--- config.mk ---
export PLATFORM = sky130hd
export DESIGN_NAME = radix4_online_serializer_flat
export DESIGN_NICKNAME = d
export VERILOG_FILES = /design/src/rtl/radix4_online_serializer_pkg.sv /design/src/rtl/radix4_online_serializer_if.sv /design/src/rtl/radix4_online_serializer_recoder.sv /design/src/rtl/radix4_online_serializer.sv /design/src/flat_wrapper.sv
export SDC_FILE = /design/constraint.sdc
export NUM_CORES = 1
export LEC_CHECK = 0
export ABC_AREA = 1
export CORE_AREA = 2 2 43 65
export DETAILED_ROUTE_END_ITERATION = 12
export DIE_AREA = 0 0 45 67
export PLACE_DENSITY = 0.84
export SYNTH_ARGS = -nofsm -noshare
export SYNTH_HDL_FRONTEND = slang
export SYNTH_SLANG_ARGS = --single-unit
--- constraint.sdc ---
create_clock -name clk -period 1.8 [get_ports clk]
set_input_delay 0.45 -clock clk [delete_from_list [all_inputs] [get_ports clk]]
set_output_delay 0.45 -clock clk [all_outputs]
set_load 0.01 [all_outputs]
--- src/rtl/radix4_online_serializer_pkg.sv ---
// Shared definitions for the radix-4 online arithmetic units:
// signed-digit encodings, default digit width and serializer states.
package online_arith_pkg;

    localparam int RADIX_BITS_DEF = 3;

    localparam logic [2:0] DIGIT_ZERO = 3'b000;
    localparam logic [2:0] DIGIT_P1   = 3'b001;
    localparam logic [2:0] DIGIT_P2   = 3'b010;
    localparam logic [2:0] DIGIT_M1   = 3'b111;
    localparam logic [2:0] DIGIT_M2   = 3'b110;

    typedef enum logic [1:0] {
        ST_IDLE = 2'd0,
        ST_SEND = 2'd1,
        ST_PAD  = 2'd2
    } ser_state_e;

    // grp = {I[2k+1], I[2k], I[2k-1]}
    function automatic logic [2:0] booth_digit(
        input logic [2:0] grp
    );
        logic [2:0] d;
        d = DIGIT_ZERO;
        case (grp)
            3'b000:  d = DIGIT_ZERO;
            3'b001:  d = DIGIT_P1;
            3'b010:  d = DIGIT_P1;
            3'b011:  d = DIGIT_P2;
            3'b100:  d = DIGIT_M2;
            3'b101:  d = DIGIT_M1;
            3'b110:  d = DIGIT_M1;
            default: d = DIGIT_ZERO;
        endcase
        return d;
    endfunction

endpackage

--- src/rtl/radix4_online_serializer_if.sv ---
// Operand-in / digit-out handshake bundle of the serializer.
// The slave modport is the serializer side.
interface radix4_online_serializer_if
    import online_arith_pkg::*;
#(
    parameter int NO_OF_DIGITS = 4,
    parameter int RADIX_BITS   = RADIX_BITS_DEF
);

    logic                      in_valid;
    logic                      in_ready;
    logic [2*NO_OF_DIGITS-1:0] in_data;
    logic                      out_valid;
    logic                      out_ready;
    logic [RADIX_BITS-1:0]     out_digit;
    logic                      out_first;
    logic                      out_last;

    modport master (
        output in_valid,
        output in_data,
        output out_ready,
        input  in_ready,
        input  out_valid,
        input  out_digit,
        input  out_first,
        input  out_last
    );

    modport slave (
        input  in_valid,
        input  in_data,
        input  out_ready,
        output in_ready,
        output out_valid,
        output out_digit,
        output out_first,
        output out_last
    );

endinterface

--- src/rtl/radix4_online_serializer_recoder.sv ---
// Combinational Booth radix-4 recoder: two's-complement operand in,
// signed digits {-2..2} out, most-significant digit in the top field.
module booth_radix4_recoder
    import online_arith_pkg::*;
#(
    parameter int NO_OF_DIGITS = 4,
    parameter int RADIX_BITS   = RADIX_BITS_DEF
) (
    input  logic [2*NO_OF_DIGITS-1:0]          operand,
    output logic [NO_OF_DIGITS*RADIX_BITS-1:0] digits
);

    // Append the implicit I[-1] = 0 below the LSB.
    logic [2*NO_OF_DIGITS:0] ext;

    assign ext = {operand, 1'b0};

    for (genvar k = 0; k < NO_OF_DIGITS; k++) begin : g_dig
        assign digits[k*RADIX_BITS +: RADIX_BITS] =
            RADIX_BITS'($signed(booth_digit(ext[2*k +: 3])));
    end

endmodule

--- src/rtl/radix4_online_serializer.sv ---
// Radix-4 online serializer: recodes one operand per transaction and
// streams its digits MSD first, followed by PAD_DIGITS zero digits.
module radix4_online_serializer
    import online_arith_pkg::*;
#(
    parameter int NO_OF_DIGITS = 4,
    parameter int RADIX_BITS   = RADIX_BITS_DEF,
    parameter int PAD_DIGITS   = 2
) (
    input logic                        clk,
    input logic                        reset,
    radix4_online_serializer_if.slave  bus
);

    localparam int TOTAL = NO_OF_DIGITS + PAD_DIGITS;
    localparam int CW    = (TOTAL > 1) ? $clog2(TOTAL) : 1;
    localparam int VW    = NO_OF_DIGITS * RADIX_BITS;

    localparam logic [CW-1:0] LSD_CNT = CW'(NO_OF_DIGITS - 1);
    localparam logic [CW-1:0] END_CNT = CW'(TOTAL - 1);

    localparam logic PAD_EN   = (PAD_DIGITS > 0);
    localparam logic ONE_PAD  = (PAD_DIGITS == 1);
    localparam logic ONE_BEAT = (TOTAL == 1);

    localparam logic [1:0] IDLE = ST_IDLE;
    localparam logic [1:0] SEND = ST_SEND;
    localparam logic [1:0] PAD  = ST_PAD;

    logic [1:0]            state;
    logic [CW-1:0]         cnt;
    logic [CW-1:0]         cnt_inc;
    logic [VW-1:0]         rec_vec;
    logic [VW-1:0]         sh;
    logic                  out_valid_q;
    logic [RADIX_BITS-1:0] out_digit_q;
    logic                  out_first_q;
    logic                  out_last_q;
    logic                  beat;

    booth_radix4_recoder #(
        .NO_OF_DIGITS (NO_OF_DIGITS),
        .RADIX_BITS   (RADIX_BITS)
    ) u_recoder (
        .operand (bus.in_data),
        .digits  (rec_vec)
    );

    assign cnt_inc = cnt + 1'b1;
    assign beat    = out_valid_q && bus.out_ready;

    // sh holds the digits not yet loaded into out_digit, next one on top.
    always_ff @(posedge clk) begin
        if (reset) begin
            state       <= IDLE;
            cnt         <= '0;
            sh          <= '0;
            out_valid_q <= 1'b0;
            out_digit_q <= '0;
            out_first_q <= 1'b0;
            out_last_q  <= 1'b0;
        end else begin
            unique case (state)
                IDLE: begin
                    if (bus.in_valid) begin
                        state       <= SEND;
                        cnt         <= '0;
                        sh          <= rec_vec << RADIX_BITS;
                        out_valid_q <= 1'b1;
                        out_digit_q <= rec_vec[VW-1 -: RADIX_BITS];
                        out_first_q <= 1'b1;
                        out_last_q  <= ONE_BEAT;
                    end
                end
                SEND: begin
                    if (beat) begin
                        out_first_q <= 1'b0;
                        if (cnt == LSD_CNT) begin
                            out_digit_q <= '0;
                            if (PAD_EN) begin
                                state      <= PAD;
                                cnt        <= cnt_inc;
                                out_last_q <= ONE_PAD;
                            end else begin
                                state       <= IDLE;
                                cnt         <= '0;
                                out_valid_q <= 1'b0;
                                out_last_q  <= 1'b0;
                            end
                        end else begin
                            cnt         <= cnt_inc;
                            sh          <= sh << RADIX_BITS;
                            out_digit_q <= sh[VW-1 -: RADIX_BITS];
                            out_last_q  <= !PAD_EN
                                        && (cnt_inc == LSD_CNT);
                        end
                    end
                end
                PAD: begin
                    if (beat) begin
                        if (cnt == END_CNT) begin
                            state       <= IDLE;
                            cnt         <= '0;
                            out_valid_q <= 1'b0;
                            out_last_q  <= 1'b0;
                        end else begin
                            cnt        <= cnt_inc;
                            out_last_q <= (cnt_inc == END_CNT);
                        end
                    end
                end
                default: begin
                    state       <= IDLE;
                    cnt         <= '0;
                    out_valid_q <= 1'b0;
                    out_digit_q <= '0;
                    out_first_q <= 1'b0;
                    out_last_q  <= 1'b0;
                end
            endcase
        end
    end

    assign bus.in_ready  = (state == IDLE) && !reset;
    assign bus.out_valid = out_valid_q;
    assign bus.out_digit = out_digit_q;
    assign bus.out_first = out_first_q;
    assign bus.out_last  = out_last_q;

endmodule

--- src/flat_wrapper.sv ---
// flat-port wrapper written by rule: the top's interface ports become plain ports
module radix4_online_serializer_flat import online_arith_pkg::*;
#(
    parameter int NO_OF_DIGITS = 4,
    parameter int RADIX_BITS   = RADIX_BITS_DEF,
    parameter int PAD_DIGITS   = 2
)
  (clk, reset, bus_in_valid, bus_in_data, bus_out_ready, bus_in_ready, bus_out_valid, bus_out_digit, bus_out_first, bus_out_last);
  radix4_online_serializer_if #(.NO_OF_DIGITS(NO_OF_DIGITS), .RADIX_BITS(RADIX_BITS)) bus_i ();
  input logic clk;
  input logic reset;
  input wire logic [$bits(bus_i.in_valid)-1:0] bus_in_valid;
  input wire logic [$bits(bus_i.in_data)-1:0] bus_in_data;
  input wire logic [$bits(bus_i.out_ready)-1:0] bus_out_ready;
  output wire logic [$bits(bus_i.in_ready)-1:0] bus_in_ready;
  output wire logic [$bits(bus_i.out_valid)-1:0] bus_out_valid;
  output wire logic [$bits(bus_i.out_digit)-1:0] bus_out_digit;
  output wire logic [$bits(bus_i.out_first)-1:0] bus_out_first;
  output wire logic [$bits(bus_i.out_last)-1:0] bus_out_last;
  assign bus_i.in_valid = bus_in_valid;
  assign bus_i.in_data = bus_in_data;
  assign bus_i.out_ready = bus_out_ready;
  assign bus_in_ready = bus_i.in_ready;
  assign bus_out_valid = bus_i.out_valid;
  assign bus_out_digit = bus_i.out_digit;
  assign bus_out_first = bus_i.out_first;
  assign bus_out_last = bus_i.out_last;
  radix4_online_serializer #(.NO_OF_DIGITS(NO_OF_DIGITS), .RADIX_BITS(RADIX_BITS), .PAD_DIGITS(PAD_DIGITS)) u_core (.clk(clk), .reset(reset), .bus(bus_i));
endmodule
; Yosys cells after proc, flatten, opt, wreduce, memory -nomap -nowiden
; Index checks and enable logic that the tools add are counted.
[classes]
addsub = 1
n_eq_ne = 32
muxes = 33
bitwise = 2
reduce_logical = 16
[op_table]
columns = cell, count
row1 = 2-to-1 mux 12 bit, 3
row2 = one-hot mux 3 bit (4 select lines), 3
row3 = == test 3 bit (second input constant), 11
row4 = one-hot mux 3 bit (3 select lines), 3
row5 = one-hot mux 12 bit (2 select lines), 1
row6 = == test 3 x 2 -> 1 bit (second input constant), 7
row7 = 2-to-1 mux 3 bit, 7
row8 = OR reduction 2 bit, 6
row9 = 2-to-1 mux 2 bit, 5
row10 = == test 3 x 1 -> 1 bit (second input constant), 3
row11 = one-hot mux 1 bit (3 select lines), 3
row12 = inequality test 2 x 1 -> 1 bit (second input constant), 4
row13 = AND reduction 4 bit, 2
row14 = 2-to-1 mux 1 bit, 7
row15 = == test 2 bit (second input constant), 3
row16 = one-hot mux 2 bit (3 select lines), 1
row17 = AND reduction 3 bit, 2
row18 = AND reduction 5 bit, 1
row19 = == test 2 x 1 -> 1 bit (second input constant), 2
row20 = inequality test 2 bit (second input constant), 2
row21 = adder 3 x 1 -> 3 bit (second input constant), 1
row22 = logical AND 1 bit, 2
row23 = zero test 2 bit, 1
row24 = NOT 1 bit, 2
row25 = other kinds (2), 2
[totals]
ff_bits = 23
in_bits = 12
out_inout_bits = 7
wordCells = 91

; Longest topological paths before layout
; Gate-level depths: netlist of the first run.
[depth]
ltp_word = 5
ltp_mapped = 10
mapped_depth_nobuf = 10

; Hierarchy
; A second synthesis of the first run with hierarchy kept.
[unflattened]
cells_unflattened = 204
area_unflattened_um2 = 1291.2
[by_module_without_submodules]
columns = mod, instances, cells_per_inst, area_each_um2, seq_area_each_um2
row1 = radix4_online_serializer, 1, 175, 1129.8, 400.4
row2 = booth_radix4_recoder, 1, 29, 161.4, 0.0

; Worst setup path after synthesis of the first run
; Ideal clock, no wire load.
[synth_timing]
path_type = register to register
from = reg u_core.state[0]
to = reg u_core.sh[7]
setup_ns = 0.113
arrival_ns = 1.251
required_ns = 1.687
path_slack_ns = 0.436
path_stages_with_launch = 10
n_path_buf = 1
synth_period_minus_slack_ns = 1.364
path_cell_list = dfxtp_1 -> inv_1 -> ha_1 -> nand2_2 -> nand2_2 -> nor2_2 -> buf_6 -> nand2_1 -> nor2_1 -> nor2_1
[synth_between]
elab_chain_len = 3
elab_cells_between_ends = 8
classes_between = 4 x eq/ne / 1 x mux / 3 x reduce/logical
[synth_lines]
columns = item, line_no
row1 = "start, declared", radix4_online_serializer.sv:30  ; logic [1:0] state;
row2 = "start signal, assigned", radix4_online_serializer.sv:55  ; state <= IDLE;
row3 = "start signal, assigned", radix4_online_serializer.sv:66  ; state <= SEND;
row4 = "start signal, assigned", radix4_online_serializer.sv:81  ; state <= PAD;
row5 = == test 2 x 1 -> 1 bit / zero test 2 bit (equally long branches), radix4_online_serializer.sv:63  ; unique case (state)
row6 = inequality test 2 bit (no line) (tied with other cells), n/a
row7 = AND reduction 4 bit (no line), n/a
row8 = "end signal, assigned", radix4_online_serializer.sv:68  ; sh <= rec_vec << RADIX_BITS;
row9 = "end signal, assigned", radix4_online_serializer.sv:92  ; sh <= sh << RADIX_BITS;
row10 = "end, declared", radix4_online_serializer.sv:34  ; logic [VW-1:0] sh;
; Several ways; a longest one is shown, not always the timed one.
; A chain may end at the register's enable or synchronous reset.

; Final worst setup path of the first run
[layout_timing]
from = reg u_core.out_valid_q, in the netlist u_core.bus.out_valid
to = out bus_out_valid
[layout_lines]
columns = item, line_no
row1 = "start, declared", radix4_online_serializer.sv:35  ; logic out_valid_q;
row2 = "start signal, assigned", radix4_online_serializer.sv:58  ; out_valid_q <= 1'b0;
row3 = "start signal, assigned", radix4_online_serializer.sv:69  ; out_valid_q <= 1'b1;
row4 = "start signal, assigned", radix4_online_serializer.sv:87  ; out_valid_q <= 1'b0;
row5 = "end, declared", flat_wrapper.sv:16  ; output wire logic [$bits(bus_i.out_valid)-1:0] bus_out_valid;
; No word-level cell between the ends.

==> results_dict.tcl, run 1 <==
set metrics [dict create \
    criticalPathCategory "register to primary output" \
    post_drt_via_cell_ratio 4.930 \
    cts_made_buffers 3 \
    fin_crit_ps 1671 \
    fin_tns_setup_ps 0 \
    grt_max_degree 12 \
    initial_utilization 0.5124 \
    clkSlewWorstSetupHoldPaths_ps 110 \
    layout-drive-gt1-share 0.1182 \
    rsz0062_at_grt "false" \
    critical_path.max_fanout 3 \
    leakage_uw 0.0008147 \
    hold_path_class "register to register" \
    synth_area_leaders "dfxtp_1, ha_1, nand2_1" \
    power.density_nw_per_um2 1020 \
    post_drt_wl_per_cell_um 10.22 \
    syn_area_per_cell_um2 6.637 \
    core_um2 2422 \
    r2r_start "u_core.state[0]" \
    tritoncts "yes" \
    critPathMaxStageDelay_ps 540 \
    worstPathRequired_ps 1350 \
    clk_latency_ps 300 \
    cp_slowest_cell "clkdlybuf4s50_1" \
    ir_drop_v 0.0005942 \
    syn_to_final_growth_pct 25.81 \
    critPathCapture "bus_out_valid" \
    vias 1203 \
    r2r_end "u_core.sh[3]" \
    setup_viol 0 \
    worst_pin_slew_ps 256.6 \
    cp-start-kind "register" \
    cp_top_family "buffers and inverters" \
    hold_viol 0 \
    timing.final.ws_setup_ps 129.4 \
    path_depth 1 \
    root_buffer "clkbuf_4" \
    n_antenna_cell 0 \
    crit_arrival_ps 1220 \
    crit_chain "clkdlybuf4s50_1" \
    critPathCaptureType "primary output" \
    clk_path_buf_depth 2 \
    r2r_cells 10 \
    ys_seq_area_frac 0.3065 \
    grt.total_usage 0.1980 \
    reg2reg_slack_ps 210 \
    fin_skew_ps 6.958 \
    synth_top_area_frac 0.3065 \
    cts.sinks 19 \
    postRouteAntennaNets 0 \
    final_nets 252 \
    rows 22 \
    drv_slew 0 \
    drcViolationCount 0 \
    startpoint "u_core.bus.out_valid" \
    num_io_pins 19 \
    synth_nets 218 \
    synth_cell_type_count 19 \
    grt_pass1_vias 1189 \
    cts_max_level 1 \
    antenna_found_initial 0 \
    synth-seq-cells 19 \
    die-area_um2 3015 \
    outcome "complete, no violations" \
    drt_first_pass_iters 4 \
    portBuffers 18 \
    grt.overflow.total 0 \
    grt_pass1_wl_mm 4.533 \
    mappedNetlistArea_um2 1241 \
    netlist_instances 187 \
    gp_congestion 0.7785 \
    die_y_um 67 \
    final_cell_mix "nand2_1, nor2_1, inv_1" \
    dieWidth_um 45 \
    hpwlAfterDp_mm 2.018 \
    wl_mm 2.493 \
    yosys_warnings 0 \
    yosysTopAreaCell "dfxtp_1" \
    period_share 0.9281 \
    whs_ps 460.5 \
    pre_cts_ws_ps -155.7 \
    post-route-util 0.6446 \
    drv_cap 0 \
    fmax_mhz 598.6 \
    drt_iter0_drc 31 \
    relSlewSlack 0.8288 \
    cts_hold_buf 0 \
    cp_num_buf_inv 1 \
    final_common_cell "nand2_1" \
]
-- power by group --
group / switching [uW] / internal, uW
sequential: 57.3 / 534
clock: 136 / 82.9
combinational: 437 / 345
-- Yosys cell counts, drive strengths merged --
cell,instances
buf,2
ha,19
nand2,50
dfxtp,19
clkbuf,1
a21oi,6
nand3,7
nor2,36
a31oi,1
nor3,1
inv,27
nand4,2
o21ai,15
a21boi,1
-- flip-flops by register name, indices dropped and copies added, names as in the netlist --
| name | flops |
|---|---|
| u_core.state | 2 |
| u_core.bus.out_digit | 3 |
| u_core.sh | 8 |
| u_core.cnt | 3 |
| u_core.bus.out_first | 1 |
| u_core.bus.out_last | 1 |
| u_core.bus.out_valid | 1 |
-- stage by stage --
step / cell area, um^2 / std cells / power (uW)
2_1_floorplan: 1241 / 187 / 1097
3_3_place_gp: 1536 / 240 / 1368
3_5_place_dp: 1536 / 240 / 1389
4_1_cts: 1565 / 244 / 1609
5_1_grt: 1562 / 244 / 1747
6_report: 1562 / 244 / 1592
-- how the worst min path moves through the flow --
stage,startpoint,depth (start not counted),endpoint
2_1_floorplan,u_core.sh[9],2,u_core.sh[9]
3_3_place_gp,u_core.sh[9],2,u_core.sh[9]
3_5_place_dp,u_core.sh[9],2,u_core.sh[9]
4_1_cts,u_core.sh[9],2,u_core.sh[9]
5_1_grt,u_core.sh[9],2,u_core.sh[9]
6_report,u_core.sh[9],2,u_core.sh[9]
-- logic make-up after synthesis --
logic type                 after synthesis  share of synthesized area
adders and majority gates               19                     0.1915
DFF                                     19                     0.3064
and+or+nand+nor                         96                     0.3085
AOI/OAI and AO/OA                       23                    0.09577
buffers and inverters                   30                    0.09778
-- metal layers --
| layer | global-route usage | part of all wire | up-vias |
|---|---|---|---|
| li1 | - | - | 646 |
| met1 | 0.2039 | 0.41 | 535 |
| met2 | 0.3643 | 0.53 | 15 |
| met3 | 0.02439 | 0.029 | 7 |
| met4 | 0.1103 | 0.032 | 0 |
| met5 | 0 | 0 | - |
-- cell type report --
cell class / count / area (um^2)
repair buffers: 32 / 280.3
clock inverters: 1 / 5.005
multi-input cells: 138 / 739.5
flip-flops and latches: 19 / 382.9
clock buffers: 3 / 22.52
inverters: 27 / 101.3
fillers: 216 / 860.8
well taps: 24 / 30.03
-- repair_timing --
| action | 4_1_cts | 5_1_grt |
|---|---|---|
| setup buffers | 0 | 0 |
| setup endpoints to repair | 1 | 1 |
| resized for setup | 3 | 2 |
| endpoints found under the hold margin | 0 | 0 |
(Power assumes the default switching activity.)
==> run 2, diff against run 1 <==
--- a/config.mk
+++ b/config.mk
@@ -6,10 +6,12 @@
 export NUM_CORES = 1
 export LEC_CHECK = 0
 export ABC_AREA = 1
-export CORE_AREA = 2 2 43 65
+export CORE_AREA = 2 2 40 61
 export DETAILED_ROUTE_END_ITERATION = 12
-export DIE_AREA = 0 0 45 67
-export PLACE_DENSITY = 0.84
+export DIE_AREA = 0 0 42 63
+export DONT_BUFFER_PORTS = 1
+export PLACE_DENSITY = 0.83
+export REMOVE_ABC_BUFFERS = 1
 export SYNTH_ARGS = -nofsm -noshare
 export SYNTH_HDL_FRONTEND = slang
 export SYNTH_SLANG_ARGS = --single-unit
==> run 2 against run 1 <==
Critical endpoint is now bus_in_ready. Clock power barely moved. Register-to-register slack got worse by 40 ps. Final area fell by 16%. Maximum frequency fell by 5.3%. Utilization fell by 3.1 points. Wire length rose by 9.5%. Clock skew fell by 3.6 ps. Non-clock buffer count fell by 29. Setup slack got worse by 94 ps. Sequential share of layout area rose by 4.6 points. Largest cell class unchanged.
==> results_dict.tcl, run 2 (synthesis gave the netlist of run 1 again) <==
set metrics [dict create \
    cp-start-kind "register" \
    critPathCapture "bus_in_ready" \
    rsz0062_at_grt "true" \
    vias 1143 \
    dpl_cell_area_um2 1272 \
    period_share 0.9805 \
    post-route-util 0.6138 \
    largest_reg_flops 8 \
    gp_congestion 0.9885 \
    worstPathRequired_ps 1350 \
    startpoint "u_core.state[0]" \
    num_io_pins 19 \
    cts_made_buffers 3 \
    critical_path.max_fanout 7 \
    hpwlAfterDp_mm 2.195 \
    final_area_um2 1306 \
    portBuffers 0 \
    postRouteAntennaNets 0 \
    drt_iter0_drc 26 \
    n_antenna_cell 0 \
    layout-drive-gt1-share 0.07330 \
    core_um2 2128 \
    grt.total_usage 0.2311 \
    cts.sinks 19 \
    r2r_end "u_core.sh[10]" \
    clk_latency_ps 300 \
    grt_pass1_wl_mm 4.802 \
    timing.final.ws_setup_ps 35.13 \
    wl_mm 2.731 \
    die-area_um2 2646 \
    crit_arrival_ps 1310 \
    cts_max_level 1 \
    grt.overflow.total 0 \
    antenna_found_initial 0 \
    rows 21 \
    cts_hold_buf 0 \
    post_drt_via_cell_ratio 5.341 \
    die_y_um 63 \
    clk_path_buf_depth 2 \
    leakage_uw 0.0006925 \
    fin_crit_ps 1765 \
    max_flop_register "u_core.sh" \
    power.density_nw_per_um2 1129 \
    post_cts_buffers 0 \
    ir_drop_v 0.0005930 \
    grt_max_degree 15 \
    drcViolationCount 0 \
    clkSlewWorstSetupHoldPaths_ps 110 \
    final_nets 223 \
    dieWidth_um 42 \
    worst_pin_slew_ps 401.8 \
    final_common_cell "nand2_1" \
    drt_first_pass_iters 4 \
    criticalPathCategory "register to primary output" \
    fmax_mhz 566.6 \
    hold_viol 0 \
    post_drt_wl_per_cell_um 12.76 \
    r2r_cells 9 \
    reg2reg_slack_ps 170 \
    total_power_uw 1474 \
    tritoncts "yes" \
    fin_skew_ps 3.334 \
    final_cell_mix "nand2_1, nor2_1, inv_1" \
    setup_viol 0 \
    critPathCaptureType "primary output" \
    outcome "complete, no violations" \
    drv_slew 0 \
    r2r_start "u_core.state[1]" \
    drv_cap 0 \
    syn_to_final_growth_pct 5.242 \
    grt_pass1_vias 1222 \
    pre_cts_ws_ps 142.8 \
    root_buffer "clkbuf_4" \
    initial_utilization 0.5832 \
    relSlewSlack 0.7318 \
    hold_path_class "input port to register" \
]
-- run 2: final cells by class --
cell class / instances / area (um^2)
repair buffers: 3 / 22.52
inverters: 27 / 101.3
fillers: 207 / 822.0
clock buffers: 3 / 22.52
multi-input cells: 138 / 745.7
flip-flops and latches: 19 / 380.4
well taps: 23 / 28.78
clock inverters: 1 / 5.005
-- run 2: timing repair --
| item | in CTS | in global routing |
|---|---|---|
| endpoints found under the hold margin | 0 | 0 |
| resized for setup | 1 | 1 |
| endpoints found under the setup margin | 1 | 4 |
-- run 2: layer usage --
| layer | part of all wire | GRT usage | vias to the layer above |
|---|---|---|---|
| li1 | - | - | 585 |
| met1 | 0.37 | 0.2076 | 522 |
| met2 | 0.57 | 0.4785 | 27 |
| met3 | 0.031 | 0.02023 | 9 |
| met4 | 0.025 | 0.1089 | 0 |
| met5 | 0 | 0 | - |
-- run 2: power by group --
| group | leakage, uW | switching [uW] | total, uW | internal, uW |
|---|---|---|---|---|
| Combinational | 0.000518 | 414 | 641 | 227 |
| Sequential | 0.000157 | 81.8 | 615 | 533 |
| Clock | 0.0000177 | 135 | 218 | 83.0 |
-- run 2: how the worst min path moves through the flow --
stage                               start  cells after the start  slack (ps)                      end
after floorplan              u_core.sh[9]                      2         420             u_core.sh[9]
after global placement    u_core.state[1]                      2         460          u_core.state[1]
after detailed placement     u_core.sh[9]                      2         470             u_core.sh[9]
after CTS                           reset                      1         200          u_core.state[1]
after global routing                reset                      1         190          u_core.state[1]
final                               reset                      1         190  u_core.bus.out_digit[1]
-- run 2: metrics by stage --
step           setup TNS [ps]  std cells  hold WS [ps]
2_1_floorplan               0        184         421.6
3_3_place_gp                0        210         461.4
3_5_place_dp                0        210         467.9
4_1_cts                     0        214         197.4
5_1_grt                -121.0        214         187.3
6_report                    0        214         194.3
-- run 2: critical path, cell delays in order, from the launching register on --
cell and delay [ps]:
dfxtp_1 340, inv_1 100, ha_2 290, inv_2 80
nor2_1 190
==> run 3, diff against run 2 <==
--- a/config.mk
+++ b/config.mk
@@ -12,6 +12,8 @@
 export DONT_BUFFER_PORTS = 1
 export PLACE_DENSITY = 0.83
 export REMOVE_ABC_BUFFERS = 1
+export SETUP_SLACK_MARGIN = 0.1
 export SYNTH_ARGS = -nofsm -noshare
 export SYNTH_HDL_FRONTEND = slang
 export SYNTH_SLANG_ARGS = --single-unit
+export TNS_END_PERCENT = 20
==> run 3 against run 2 <==
Register-to-register slack better by 110 ps. Cell count is the same. Wire length about the same. Sequential share of layout area is 0.44 points lower. Final area rose by 1.5%. Via count shrank 1.7%. Clock power about the same. Hold slack improved by 1.5 ps. Utilization rose by 0.94 points. Sequential power about the same. Maximum frequency rose by 7.2%.
==> results_dict.tcl, run 3 (synthesis gave the netlist of run 1 again) <==
set metrics [dict create \
    worst_pin_slew_ps 400.8 \
    die_y_um 63 \
    grt_max_degree 15 \
    power.density_nw_per_um2 1131 \
    final_cell_mix "nand2_1, nor2_1, inv_1" \
    fin_skew_ps 3.060 \
    die-area_um2 2646 \
    tritoncts "yes" \
    post_drt_via_cell_ratio 5.252 \
    portBuffers 0 \
    cts.sinks 19 \
    drt_iter0_drc 21 \
    instances_no_fill 214 \
    dieWidth_um 42 \
    cts_max_level 1 \
    grt_pass1_wl_mm 4.830 \
    largest_reg_flops 8 \
    r2r_start "u_core.state[1]" \
    post_drt_wl_per_cell_um 12.77 \
    grt.overflow.total 0 \
    vias 1124 \
    n_antenna_cell 0 \
    fin_tns_setup_ps 0 \
    use_met3 0.02023 \
    antenna_found_initial 0 \
    rows 21 \
    drcViolationCount 0 \
    cts_hold_buf 0 \
    wl_mm 2.732 \
    clkSlewWorstSetupHoldPaths_ps 110 \
    core_um2 2128 \
    drt_first_pass_iters 4 \
    clk_latency_ps 300 \
    hpwlAfterDp_mm 2.195 \
    criticalPathCategory "register to primary output" \
    postRouteAntennaNets 0 \
    grt.total_usage 0.2328 \
    drv_slew 0 \
    final_common_cell "nand2_1" \
    outcome "complete, no violations" \
    cts_made_buffers 3 \
    startpoint "u_core.state[0]" \
    r2r_cells 9 \
    busiest_layer "met2" \
    drv_cap 0 \
    syn_to_final_growth_pct 6.855 \
    setup_viol 0 \
    dpl.cell_count 210 \
    grt_pass1_vias 1219 \
    grt_util_met2 0.4844 \
    critical_path.max_fanout 7 \
    clk_path_buf_depth 2 \
    gp_congestion 0.9885 \
    crit_arrival_ps 1200 \
    rsz0062_at_grt "true" \
    final_nets 223 \
    hold_path_class "input port to register" \
    root_buffer "clkbuf_4" \
    fillers 205 \
    num_io_pins 19 \
    worstPathRequired_ps 1350 \
    hold_viol 0 \
    initial_utilization 0.5832 \
    critPathCapture "bus_in_ready" \
    period_share 0.9149 \
    grt_use_met1 0.2076 \
    fmax_mhz 607.2 \
    ir_drop_v 0.0005943 \
    r2r_end "u_core.sh[10]" \
    critPathCaptureType "primary output" \
    leakage_uw 0.0006949 \
    layout-drive-gt1-share 0.08377 \
    fin_crit_ps 1647 \
    max_flop_register "u_core.sh" \
    reg2reg_slack_ps 280 \
    relSlewSlack 0.7325 \
    cp-start-kind "register" \
]
run 3: cell counts in the layout (fill, tap and decap cells not counted):
Identical to the previous run, type by type.
run 3: report_power, final:
group	internal (uW)	switching (uW)	total [uW]
clock	83.0	134	217
sequential	533	81.8	615
combinational	244	424	669
total	860	640	1500
run 3: repair_timing:
| action | CTS | global route |
|---|---|---|
| buffers inserted | 0 | 0 |
| pin swaps | 0 | 0 |
| setup endpoints to repair | 1 | 12 |
| resized for setup | 2 | 4 |
run 3: cell type report:
type	count	area (um^2)	area share
Inverter	27	101.3	0.07642
Sequential cell	19	380.4	0.2868
Timing Repair Buffer	3	22.52	0.01698
Clock inverter	1	5.005	0.003774
Tap cell	23	28.78	0.02170
Multi-Input combinational cell	138	765.7	0.5774
Clock buffer	3	22.52	0.01698
run 3: critical path, stage by stage, from the launching register on:
cell and delay [ps]:
dfxtp_1 340, inv_1 140, ha_4 210, inv_2 70
nor2_2 130
run 3: through the flow:
stage	worst slack (ps)	cell area, um^2	hold WS (ps)	util	power (uW)
detailed placement	142.8	1272	467.9	0.5979	1250
global route	55.76	1326	187.5	0.6232	1638
global placement	207.3	1272	461.4	0.5979	1216
floorplan	135.1	1221	421.6	-	1069
finish	153.1	1326	195.8	0.6232	1500
CTS	107.2	1313	197.4	0.6167	1487
run 3: how the worst min path moves through the flow:
stage,startpoint,cells after the start,end
2_1_floorplan,u_core.sh[9],2,u_core.sh[9]
3_3_place_gp,u_core.state[1],2,u_core.state[1]
3_5_place_dp,u_core.sh[9],2,u_core.sh[9]
4_1_cts,reset,1,u_core.state[1]
5_1_grt,reset,1,u_core.state[1]
6_report,reset,1,u_core.bus.out_digit[1]
run 3: layer usage:
layer	part of all wire	vias to the layer above
met4	0.027	0
met5	0	-
li1	-	585
met3	0.027	9
met2	0.58	22
met1	0.36	508
